File: src/rtl/vip_chimera_uart_rx.sv
// 8N1 UART receiver: 2-flop synchroniser, mid-bit sampling FSM and a small
// receive FIFO presented as a valid/ready byte stream.
module vip_chimera_uart_rx #(
   parameter int ClkPerBit = 16,
   parameter int FifoDepth = 4
) (
   input  logic       clk_i,
   input  logic       rst_i,
   input  logic       uart_rx_i,
   output logic [7:0] data_o,
   output logic       valid_o,
   input  logic       ready_i,
   output logic       frame_err_o,
   output logic       overflow_o,
   output logic       busy_o
);

   localparam int CntW = $clog2(ClkPerBit);
   localparam int PtrW = $clog2(FifoDepth);
   localparam logic [CntW-1:0] HalfLoad = CntW'(ClkPerBit / 2 - 1);
   localparam logic [CntW-1:0] FullLoad = CntW'(ClkPerBit - 1);

   typedef enum logic [2:0] {
      IDLE,
      START,
      DATA,
      STOP,
      WAIT_IDLE
   } state_t;

   state_t          state_reg, state_next;
   logic [CntW-1:0] cnt_reg, cnt_next;
   logic [2:0]      idx_reg, idx_next;
   logic [7:0]      shreg_reg, shreg_next;
   logic [1:0]      sync_reg;
   logic            rx_s;
   logic            push_req;
   logic            frame_err_next;
   logic            frame_err_reg;
   logic            overflow_reg;

   logic [7:0]      fifo_mem [FifoDepth];
   logic [PtrW:0]   wr_ptr_reg, rd_ptr_reg;
   logic            fifo_empty, fifo_full, pop, push_ok, overflow_next;

   // Line idles high, so the synchroniser resets to 1 to avoid a false start bit.
   always_ff @(posedge clk_i) begin
      if (rst_i) begin
         sync_reg <= 2'b11;
      end else begin
         sync_reg <= {sync_reg[0], uart_rx_i};
      end
   end

   assign rx_s = sync_reg[1];

   always_ff @(posedge clk_i) begin
      if (rst_i) begin
         state_reg     <= IDLE;
         cnt_reg       <= '0;
         idx_reg       <= '0;
         shreg_reg     <= '0;
         frame_err_reg <= 1'b0;
      end else begin
         state_reg     <= state_next;
         cnt_reg       <= cnt_next;
         idx_reg       <= idx_next;
         shreg_reg     <= shreg_next;
         frame_err_reg <= frame_err_next;
      end
   end

   always_comb begin
      state_next     = state_reg;
      cnt_next       = cnt_reg;
      idx_next       = idx_reg;
      shreg_next     = shreg_reg;
      push_req       = 1'b0;
      frame_err_next = 1'b0;
      case (state_reg)
         IDLE: begin
            if (!rx_s) begin
               state_next = START;
               cnt_next   = HalfLoad;
            end
         end
         START: begin
            if (cnt_reg == '0) begin
               if (!rx_s) begin
                  state_next = DATA;
                  cnt_next   = FullLoad;
                  idx_next   = '0;
               end else begin
                  state_next = IDLE;
               end
            end else begin
               cnt_next = cnt_reg - 1'b1;
            end
         end
         DATA: begin
            if (cnt_reg == '0) begin
               shreg_next = {rx_s, shreg_reg[7:1]};
               cnt_next   = FullLoad;
               if (idx_reg == 3'd7) begin
                  state_next = STOP;
               end else begin
                  idx_next = idx_reg + 1'b1;
               end
            end else begin
               cnt_next = cnt_reg - 1'b1;
            end
         end
         STOP: begin
            if (cnt_reg == '0) begin
               if (rx_s) begin
                  push_req   = 1'b1;
                  state_next = IDLE;
               end else begin
                  frame_err_next = 1'b1;
                  state_next     = WAIT_IDLE;
               end
            end else begin
               cnt_next = cnt_reg - 1'b1;
            end
         end
         WAIT_IDLE: begin
            // A held break must not look like a fresh start bit.
            if (rx_s) begin
               state_next = IDLE;
            end
         end
         default: state_next = IDLE;
      endcase
   end

   assign fifo_empty = (wr_ptr_reg == rd_ptr_reg);
   assign fifo_full  = (wr_ptr_reg[PtrW] != rd_ptr_reg[PtrW]) &&
                       (wr_ptr_reg[PtrW-1:0] == rd_ptr_reg[PtrW-1:0]);
   assign pop           = !fifo_empty && ready_i;
   // A simultaneous pop frees a slot, so a full FIFO can still take the byte.
   assign push_ok       = push_req && (!fifo_full || pop);
   assign overflow_next = push_req && !push_ok;

   always_ff @(posedge clk_i) begin
      if (rst_i) begin
         wr_ptr_reg   <= '0;
         rd_ptr_reg   <= '0;
         overflow_reg <= 1'b0;
      end else begin
         overflow_reg <= overflow_next;
         if (push_ok) begin
            wr_ptr_reg <= wr_ptr_reg + 1'b1;
         end
         if (pop) begin
            rd_ptr_reg <= rd_ptr_reg + 1'b1;
         end
      end
   end

   always_ff @(posedge clk_i) begin
      if (push_ok && !rst_i) begin
         fifo_mem[wr_ptr_reg[PtrW-1:0]] <= shreg_reg;
      end
   end

   assign data_o      = fifo_empty ? 8'h00 : fifo_mem[rd_ptr_reg[PtrW-1:0]];
   assign valid_o     = !fifo_empty;
   assign frame_err_o = frame_err_reg;
   assign overflow_o  = overflow_reg;
   assign busy_o      = (state_reg != IDLE);

endmodule

File: config.mk
export PLATFORM = sky130hd
export DESIGN_NAME = vip_chimera_uart_rx
export DESIGN_NICKNAME = d
export VERILOG_FILES = /design/src/rtl/vip_chimera_uart_rx.sv
export SDC_FILE = /design/constraint.sdc
export NUM_CORES = 1
export LEC_CHECK = 0
export ABC_AREA = 1
export ABC_CLOCK_PERIOD_IN_PS = 2500
export CAP_MARGIN = 20
export CELL_PAD_IN_SITES_DETAIL_PLACEMENT = 0
export CELL_PAD_IN_SITES_GLOBAL_PLACEMENT = 1
export CORE_MARGIN = 1.5
export CORE_UTILIZATION = 45
export DETAILED_ROUTE_END_ITERATION = 8
export GPL_TIMING_DRIVEN = 0
export HOLD_SLACK_MARGIN = 0.02
export PLACE_DENSITY_LB_ADDON = 0.1
export SYNTH_ARGS = -nofsm -noshare
export SYNTH_HDL_FRONTEND = slang
export SYNTH_SLANG_ARGS = --single-unit
File: constraint.sdc
create_clock -name clk_i -period 2.5 [get_ports clk_i]
set_input_delay 0.5 -clock clk_i [delete_from_list [all_inputs] [get_ports clk_i]]
set_output_delay 0.5 -clock clk_i [all_outputs]
set_load 0.01 [all_outputs]
# Word-level counts from Yosys, hierarchy flattened

Memory sizes are Yosys's and may differ from the RTL's. A register that Yosys moved wholly into a read port is not among the register bits.
Index checks and enable logic that the tools add are counted.

Flip-flop bits (word level): 28
Memory bits (writable): 32
Input bits: 4
Output and inout bits: 12
Word-level logic and storage cells: 83
Memories: 1

Add/sub/neg operators: 4
Eq/ne operators: 18
Mux-type cells: 29
Bitwise operators: 2
Reduce and logical (&&, ||, !) cells: 20

Memories:

| name     | words | bits a word | rd ports | clocked after Yosys merged registers in | write ports | line | text |
|---|---|---|---|---|---|---|---|
| fifo_mem | 4     | 8           | 1        | 1                                       | 1           | 42   | `logic [7:0] fifo_mem [FifoDepth];` |

Operators with widths:

| cell                  | number |
|---|---|
| $mux W3               | 11 |
| $mux W4               | 5 |
| $ne A2 B2 Y1 const B  | 9 |
| $pmux W4 S4           | 1 |
| $pmux W3 S5           | 1 |
| $add A3 B1 Y3 const B | 3 |
| $mux W8               | 1 |
| $eq A3 B2 Y1 const B  | 2 |
| $eq A3 B3 Y1 const B  | 2 |
| $mux W1               | 6 |
| $mux W2               | 3 |
| $pmux W3 S2           | 1 |
| $reduce_and A6 Y1     | 1 |
| $logic_and A1 B1 Y1   | 5 |
| $reduce_and A5 Y1     | 1 |
| $logic_not A1 Y1      | 4 |
| $logic_not A4 Y1      | 1 |
| $reduce_and A4 Y1     | 1 |
| $reduce_bool A4 Y1    | 1 |
| $sub A4 B1 Y4 const B | 1 |
| $eq A3 B1 Y1 const B  | 1 |
| $eq A3 B3 Y1          | 1 |
| $logic_not A3 Y1      | 1 |
| $ne A3 B3 Y1 const B  | 1 |
| 8 further kinds       | 9 |

# Longest topological paths before layout

Word-level depth: 8
Mapped depth: 10
Depth with buffers taken out: 10

# Least setup slack after synthesis

Ideal clock, no wire load.

Kind: register to register
Start point: register cnt_reg[0]
End point: memory fifo_mem[0][0] (enable)
Library setup time: 371 ps
Arrival: 1501 ps
Data required time: 2129 ps
Slack: 628 ps
Stages on the path, launching flop included: 9
Buffers on the path: 0
Path through: dfxtp_1 -> inv_1 -> ha_1 -> nand3_1 -> nor2_1 -> nand2_2 -> inv_2 -> nand2_2 -> nor2_1

Word-level cells in the longest chain between the ends: 7

Ends and longest elaborated chain:

| what                          | line | text |
|---|---|---|
| start: declaration            | 32   | `logic [CntW-1:0] cnt_reg, cnt_next;` |
| start signal: assignment      | 66   | `cnt_reg <= cnt_next;` |
| $logic_not A4 Y1              | 114  | `if (cnt_reg == '0) begin` |
| $mux W1                       | 114  |  |
| $mux W1                       | 80   | `case (state_reg)` |
| $logic_and A1 B1 Y1           | 141  | `assign push_ok = push_req && (!fifo_full \|\| pop);` |
| $logic_and A1 B1 Y1           | 161  | `if (push_ok && !rst_i) begin` |
| $mux W1                       | 161  |  |
| $mux W1 (not written as such) | 162  | `fifo_mem[wr_ptr_reg[PtrW-1:0]] <= shreg_reg;` |
| end: declaration              | 42   |  |

No other way between the ends.

# Worst setup path in the final report

Start point: register rd_ptr_reg[0]
End point: output valid_o

Word-level cells in the longest chain between the ends: 2

Ends and longest elaborated chain:

| what                     | line | text |
|---|---|---|
| start: declaration       | 43   | `logic [PtrW:0] wr_ptr_reg, rd_ptr_reg;` |
| start signal: assignment | 155  | `rd_ptr_reg <= rd_ptr_reg + 1'b1;` |
| $eq A3 B3 Y1             | 136  | `assign fifo_empty = (wr_ptr_reg == rd_ptr_reg);` |
| $logic_not A1 Y1         | 167  | `assign valid_o = !fifo_empty;` |
| end: declaration         | 11   | `output logic valid_o,` |

No other way between the ends.

==> impl_metrics.xml <==
<?xml version="1.0" encoding="UTF-8"?>
<metrics>
  <group name="pwr">
    <metric name="power_density" unit="nW/um^2">1020</metric>
    <metric name="clock_power_share" unit="%">25.9</metric>
    <metric name="power.share.switching" unit="%">35.3</metric>
    <metric name="power.sequential.fraction" unit="%">39.1</metric>
    <metric name="switching_power" unit="W">0.00120</metric>
    <metric name="leakagePower" unit="nW">1.58</metric>
    <metric name="power_frac_comb" unit="%">35.0</metric>
    <metric name="cellInternalPower" unit="W">0.00220</metric>
    <metric name="vdd.ir_drop.worst" unit="V">0.000715</metric>
  </group>
  <group name="layout">
    <metric name="largest_register_ffs" unit="">32</metric>
    <metric name="area_growth_syn_to_layout" unit="%">17.6</metric>
    <metric name="layout.core_utilization" unit="%">55.5</metric>
    <metric name="antenna-diode-count" unit="">0</metric>
    <metric name="sequential_cell_area" unit="sq um">1570</metric>
    <metric name="fillCellCount" unit="">561</metric>
    <metric name="multi_input_area" unit="sq um">1130</metric>
    <metric name="layout_cells_sized_above_1" unit="%">16.1</metric>
    <metric name="nets" unit="">355</metric>
  </group>
  <group name="placement">
    <metric name="routabilityCongestion" unit="">0.786</metric>
    <metric name="port-buffer-count" unit="">15</metric>
    <metric name="dpl.hpwl" unit="um">3560</metric>
  </group>
  <group name="floorplanning">
    <metric name="std_cell_rows" unit="">28</metric>
    <metric name="core_area" unit="sq um">6030</metric>
    <metric name="die_h" unit="um">82.5</metric>
    <metric name="floorplan.io_pins" unit="">16</metric>
    <metric name="die_area" unit="sq um">6800</metric>
    <metric name="dieWidth" unit="um">82.5</metric>
    <metric name="initial_core_util" unit="%">47.2</metric>
  </group>
  <group name="global_route">
    <metric name="wire_length_of_the_first_global_routing_pass" unit="um">8530</metric>
    <metric name="overflow" unit="">0</metric>
    <metric name="grt_antenna_before_repair" unit="">0</metric>
    <metric name="global_route.usage.total" unit="%">17.5</metric>
    <metric name="via_count_of_the_first_global_routing_pass" unit="">1855</metric>
    <metric name="grt_max_degree" unit="">12</metric>
  </group>
  <group name="critical_path">
    <metric name="setup.reg_to_reg.worst_slack" unit="ns">0.24</metric>
    <metric name="timing.reg2reg.worst_path_depth" unit="">8</metric>
    <metric name="cp.required" unit="ns">2.00</metric>
    <metric name="timing.rr.start" unit="">cnt_reg[0]</metric>
    <metric name="worstSetupStartpointType" unit="">flop</metric>
    <metric name="critPathMaxFanout" unit="">10</metric>
    <metric name="worstSetupEndpointType" unit="">primary output</metric>
    <metric name="cp.arrival" unit="ns">1.77</metric>
    <metric name="ws_path_type" unit="">flop to primary output</metric>
    <metric name="critical_path.startpoint" unit="">rd_ptr_reg[0]</metric>
  </group>
  <group name="drt">
    <metric name="drt_first_iter_violations" unit="">77</metric>
    <metric name="antenna_left" unit="">0</metric>
    <metric name="routed_wl" unit="um">5150</metric>
    <metric name="detail_route.drc_violations" unit="">0</metric>
    <metric name="wl_per_cell" unit="um">12.2</metric>
    <metric name="via_count" unit="">2067</metric>
    <metric name="vias_per_cell" unit="">4.90</metric>
    <metric name="drt_pre_antenna_iters" unit="">4</metric>
  </group>
  <group name="sta">
    <metric name="min_period_over_period" unit="%">90.8</metric>
    <metric name="maxSlewHeadroom" unit="%">49.0</metric>
    <metric name="finalSetupViolations" unit="">0</metric>
    <metric name="slew_viol_final" unit="">0</metric>
    <metric name="hold_viol" unit="">0</metric>
    <metric name="fin_worst_skew" unit="ns">0.00828</metric>
    <metric name="max_freq" unit="GHz">0.440</metric>
    <metric name="setup_repair_after_global_routing_missed_its_margin" unit="">no</metric>
    <metric name="fin_crit" unit="ns">2.27</metric>
    <metric name="worst_pin_slew" unit="ns">0.762</metric>
    <metric name="setup-tns-final" unit="ns">0</metric>
  </group>
  <group name="run_status">
    <metric name="result_of_the_run" unit="">completed</metric>
  </group>
  <group name="clock_tree">
    <metric name="cts.root.buffer_cell" unit="">sky130_fd_sc_hd__clkbuf_8</metric>
    <metric name="cts_post_setup_buffers_inserted" unit="">0</metric>
    <metric name="clock_path_buffers" unit="">2</metric>
    <metric name="cts.sinks" unit="">62</metric>
    <metric name="path_clk_slew" unit="ns">0.06</metric>
    <metric name="cts_tree" unit="">done</metric>
    <metric name="cts_hold_buf" unit="">0</metric>
    <metric name="clock_buffer_count_from_cts" unit="">9</metric>
    <metric name="cts.htree.levels" unit="">3</metric>
    <metric name="clk-insertion-delay-late" unit="ns">0.34</metric>
  </group>
  <group name="logic_synthesis">
    <metric name="post-synth-top-area-fraction" unit="%">33.8</metric>
    <metric name="postSynthRegisterBits" unit="">62</metric>
    <metric name="synthMostInstantiatedCell" unit="">sky130_fd_sc_hd__nor2_1</metric>
    <metric name="synth_cells" unit="">316</metric>
    <metric name="synth_edf_count" unit="">32</metric>
    <metric name="synth_commonest_cells" unit="">sky130_fd_sc_hd__nor2_1 (73), sky130_fd_sc_hd__nand2_1 (55), sky130_fd_sc_hd__edfxtp_1 (32), sky130_fd_sc_hd__dfxtp_1 (30), sky130_fd_sc_hd__inv_1 (26)</metric>
    <metric name="synth.top_cells.by_area" unit="">sky130_fd_sc_hd__edfxtp_1 (34%), sky130_fd_sc_hd__dfxtp_1 (21%), sky130_fd_sc_hd__nor2_1 (9.6%)</metric>
    <metric name="post_synth.cell_area_avg" unit="sq um">9.00</metric>
    <metric name="synth_flop_cell" unit="">sky130_fd_sc_hd__edfxtp_1</metric>
    <metric name="mappedNetlistArea" unit="sq um">2840</metric>
    <metric name="synth_nets" unit="">329</metric>
    <metric name="register_area_share_after_synthesis" unit="%">54.9</metric>
    <metric name="synth_warnings" unit="">0</metric>
    <metric name="postSynth.asyncResetShare" unit="%">0</metric>
    <metric name="synth_top_cell_by_area" unit="">sky130_fd_sc_hd__edfxtp_1</metric>
    <metric name="ys_types" unit="">29</metric>
  </group>
  <group name="min_path">
    <metric name="holdCritStartpoint" unit="">sync_reg[0]</metric>
    <metric name="path_type_of_the_worst_min_delay_path" unit="">flop to flop</metric>
    <metric name="worstHoldPathCells" unit="">1</metric>
  </group>
  <group name="flow_run">
    <metric name="cap_viol_max_count" unit="">0</metric>
  </group>
</metrics>
## cells in the final DEF, fill, tap and decap left out, types with 7 or more instances in the layout
cell type,netlist,routed
sky130_fd_sc_hd__dlymetal6s2s_1,0,8
sky130_fd_sc_hd__inv_1,26,25
sky130_fd_sc_hd__nor2_1,73,72
sky130_fd_sc_hd__o21ai_0,17,17
sky130_fd_sc_hd__nand2_1,55,54
sky130_fd_sc_hd__clkbuf_8,0,12
sky130_fd_sc_hd__dfxtp_1,30,27
sky130_fd_sc_hd__edfxtp_1,32,32
sky130_fd_sc_hd__ha_1,9,9
sky130_fd_sc_hd__nand2_2,6,7
sky130_fd_sc_hd__o32ai_1,8,8
sky130_fd_sc_hd__nand3_1,12,12
sky130_fd_sc_hd__clkdlybuf4s50_1,0,7
## metal layers
metal | vias to the layer above | global-route usage, % | share of wire, % | wire length [um]
met1 | 954 | 21.1 | 48 | 2450
met2 | 25 | 28.8 | 48 | 2460
met5 | - | 0 | 0 | 0
li1 | 1080 | - | - | -
met4 | 0 | 7.80 | 1.2 | 64
met3 | 8 | 5.27 | 3.5 | 178
## cells by family (layout without fill, tap and decap cells)
family | Yosys count | count (layout) | synth area share [%]
AND/OR/NAND/NOR | 165 | 165 | 26.1
flip-flops | 62 | 62 | 54.9
AO/OA/AOI/OAI | 36 | 36 | 7.92
adder cells (fa/ha/maj) | 9 | 9 | 3.96
XOR/XNOR | 5 | 5 | 1.54
buffers and inverters | 39 | 70 | 5.50
## area by class of cell
cell class | instances | area share (%)
tap | 75 | 2.81
clock inverter | 4 | 1.38
inverter | 32 | 3.67
timing repair buffer | 15 | 5.09
buffer | 7 | 1.80
clock buffer | 12 | 4.64
multi-input combinational | 215 | 33.8
sequential | 62 | 46.8
## critical path, cell delays in order, from the launching register on
cell                              delay [ns]
sky130_fd_sc_hd__dfxtp_1                0.41
sky130_fd_sc_hd__xor2_1                 0.19
sky130_fd_sc_hd__nor2_2                 0.06
sky130_fd_sc_hd__nand2_2                0.09
sky130_fd_sc_hd__buf_6                  0.15
sky130_fd_sc_hd__clkdlybuf4s50_1        0.54
## worst paths after layout
| kind | endpoint |
|---|---|
| worst max-delay path | valid_o |
| worst min register to register | sync_reg[1] |
| worst min-delay path | sync_reg[1] |
| worst max register to register | fifo_mem[1][2] |
## power groups by stage
| stage | sequential, W | clock, W | combinational [W] |
|---|---|---|---|
| CTS | 0.00132 | 0.000899 | 0.00120 |
| global placement | 0.00134 | 0 | 0.00117 |
| detailed placement | 0.00134 | 0 | 0.00117 |
| finish | 0.00133 | 0.000878 | 0.00119 |
| floorplan | 0.00131 | 0 | 0.000871 |
| global route | 0.00134 | 0.000943 | 0.00136 |
## metrics by stage
step / std cells / setup WS [ns] / instance area [sq um] / hold slack (ns) / power (W)
after CTS: 422 / 0.00188 / 3310 / 0.410 / 0.00342
after detailed placement: 406 / -0.0351 / 3090 / 0.395 / 0.00252
after floorplan: 316 / 0.628 / 2840 / 0.389 / 0.00218
final: 422 / 0.229 / 3340 / 0.409 / 0.00339
after global routing: 422 / 0.0189 / 3340 / 0.429 / 0.00365
after global placement: 406 / -0.0431 / 3090 / 0.392 / 0.00251
## what timing repair did
item | CTS | global route
pin swaps | 0 | 0
gates cloned | 0 | 0
endpoints found under the setup margin | 8 | 9
resized for setup | 9 | 15
Note: power is estimated with default switching activity, not from simulation.
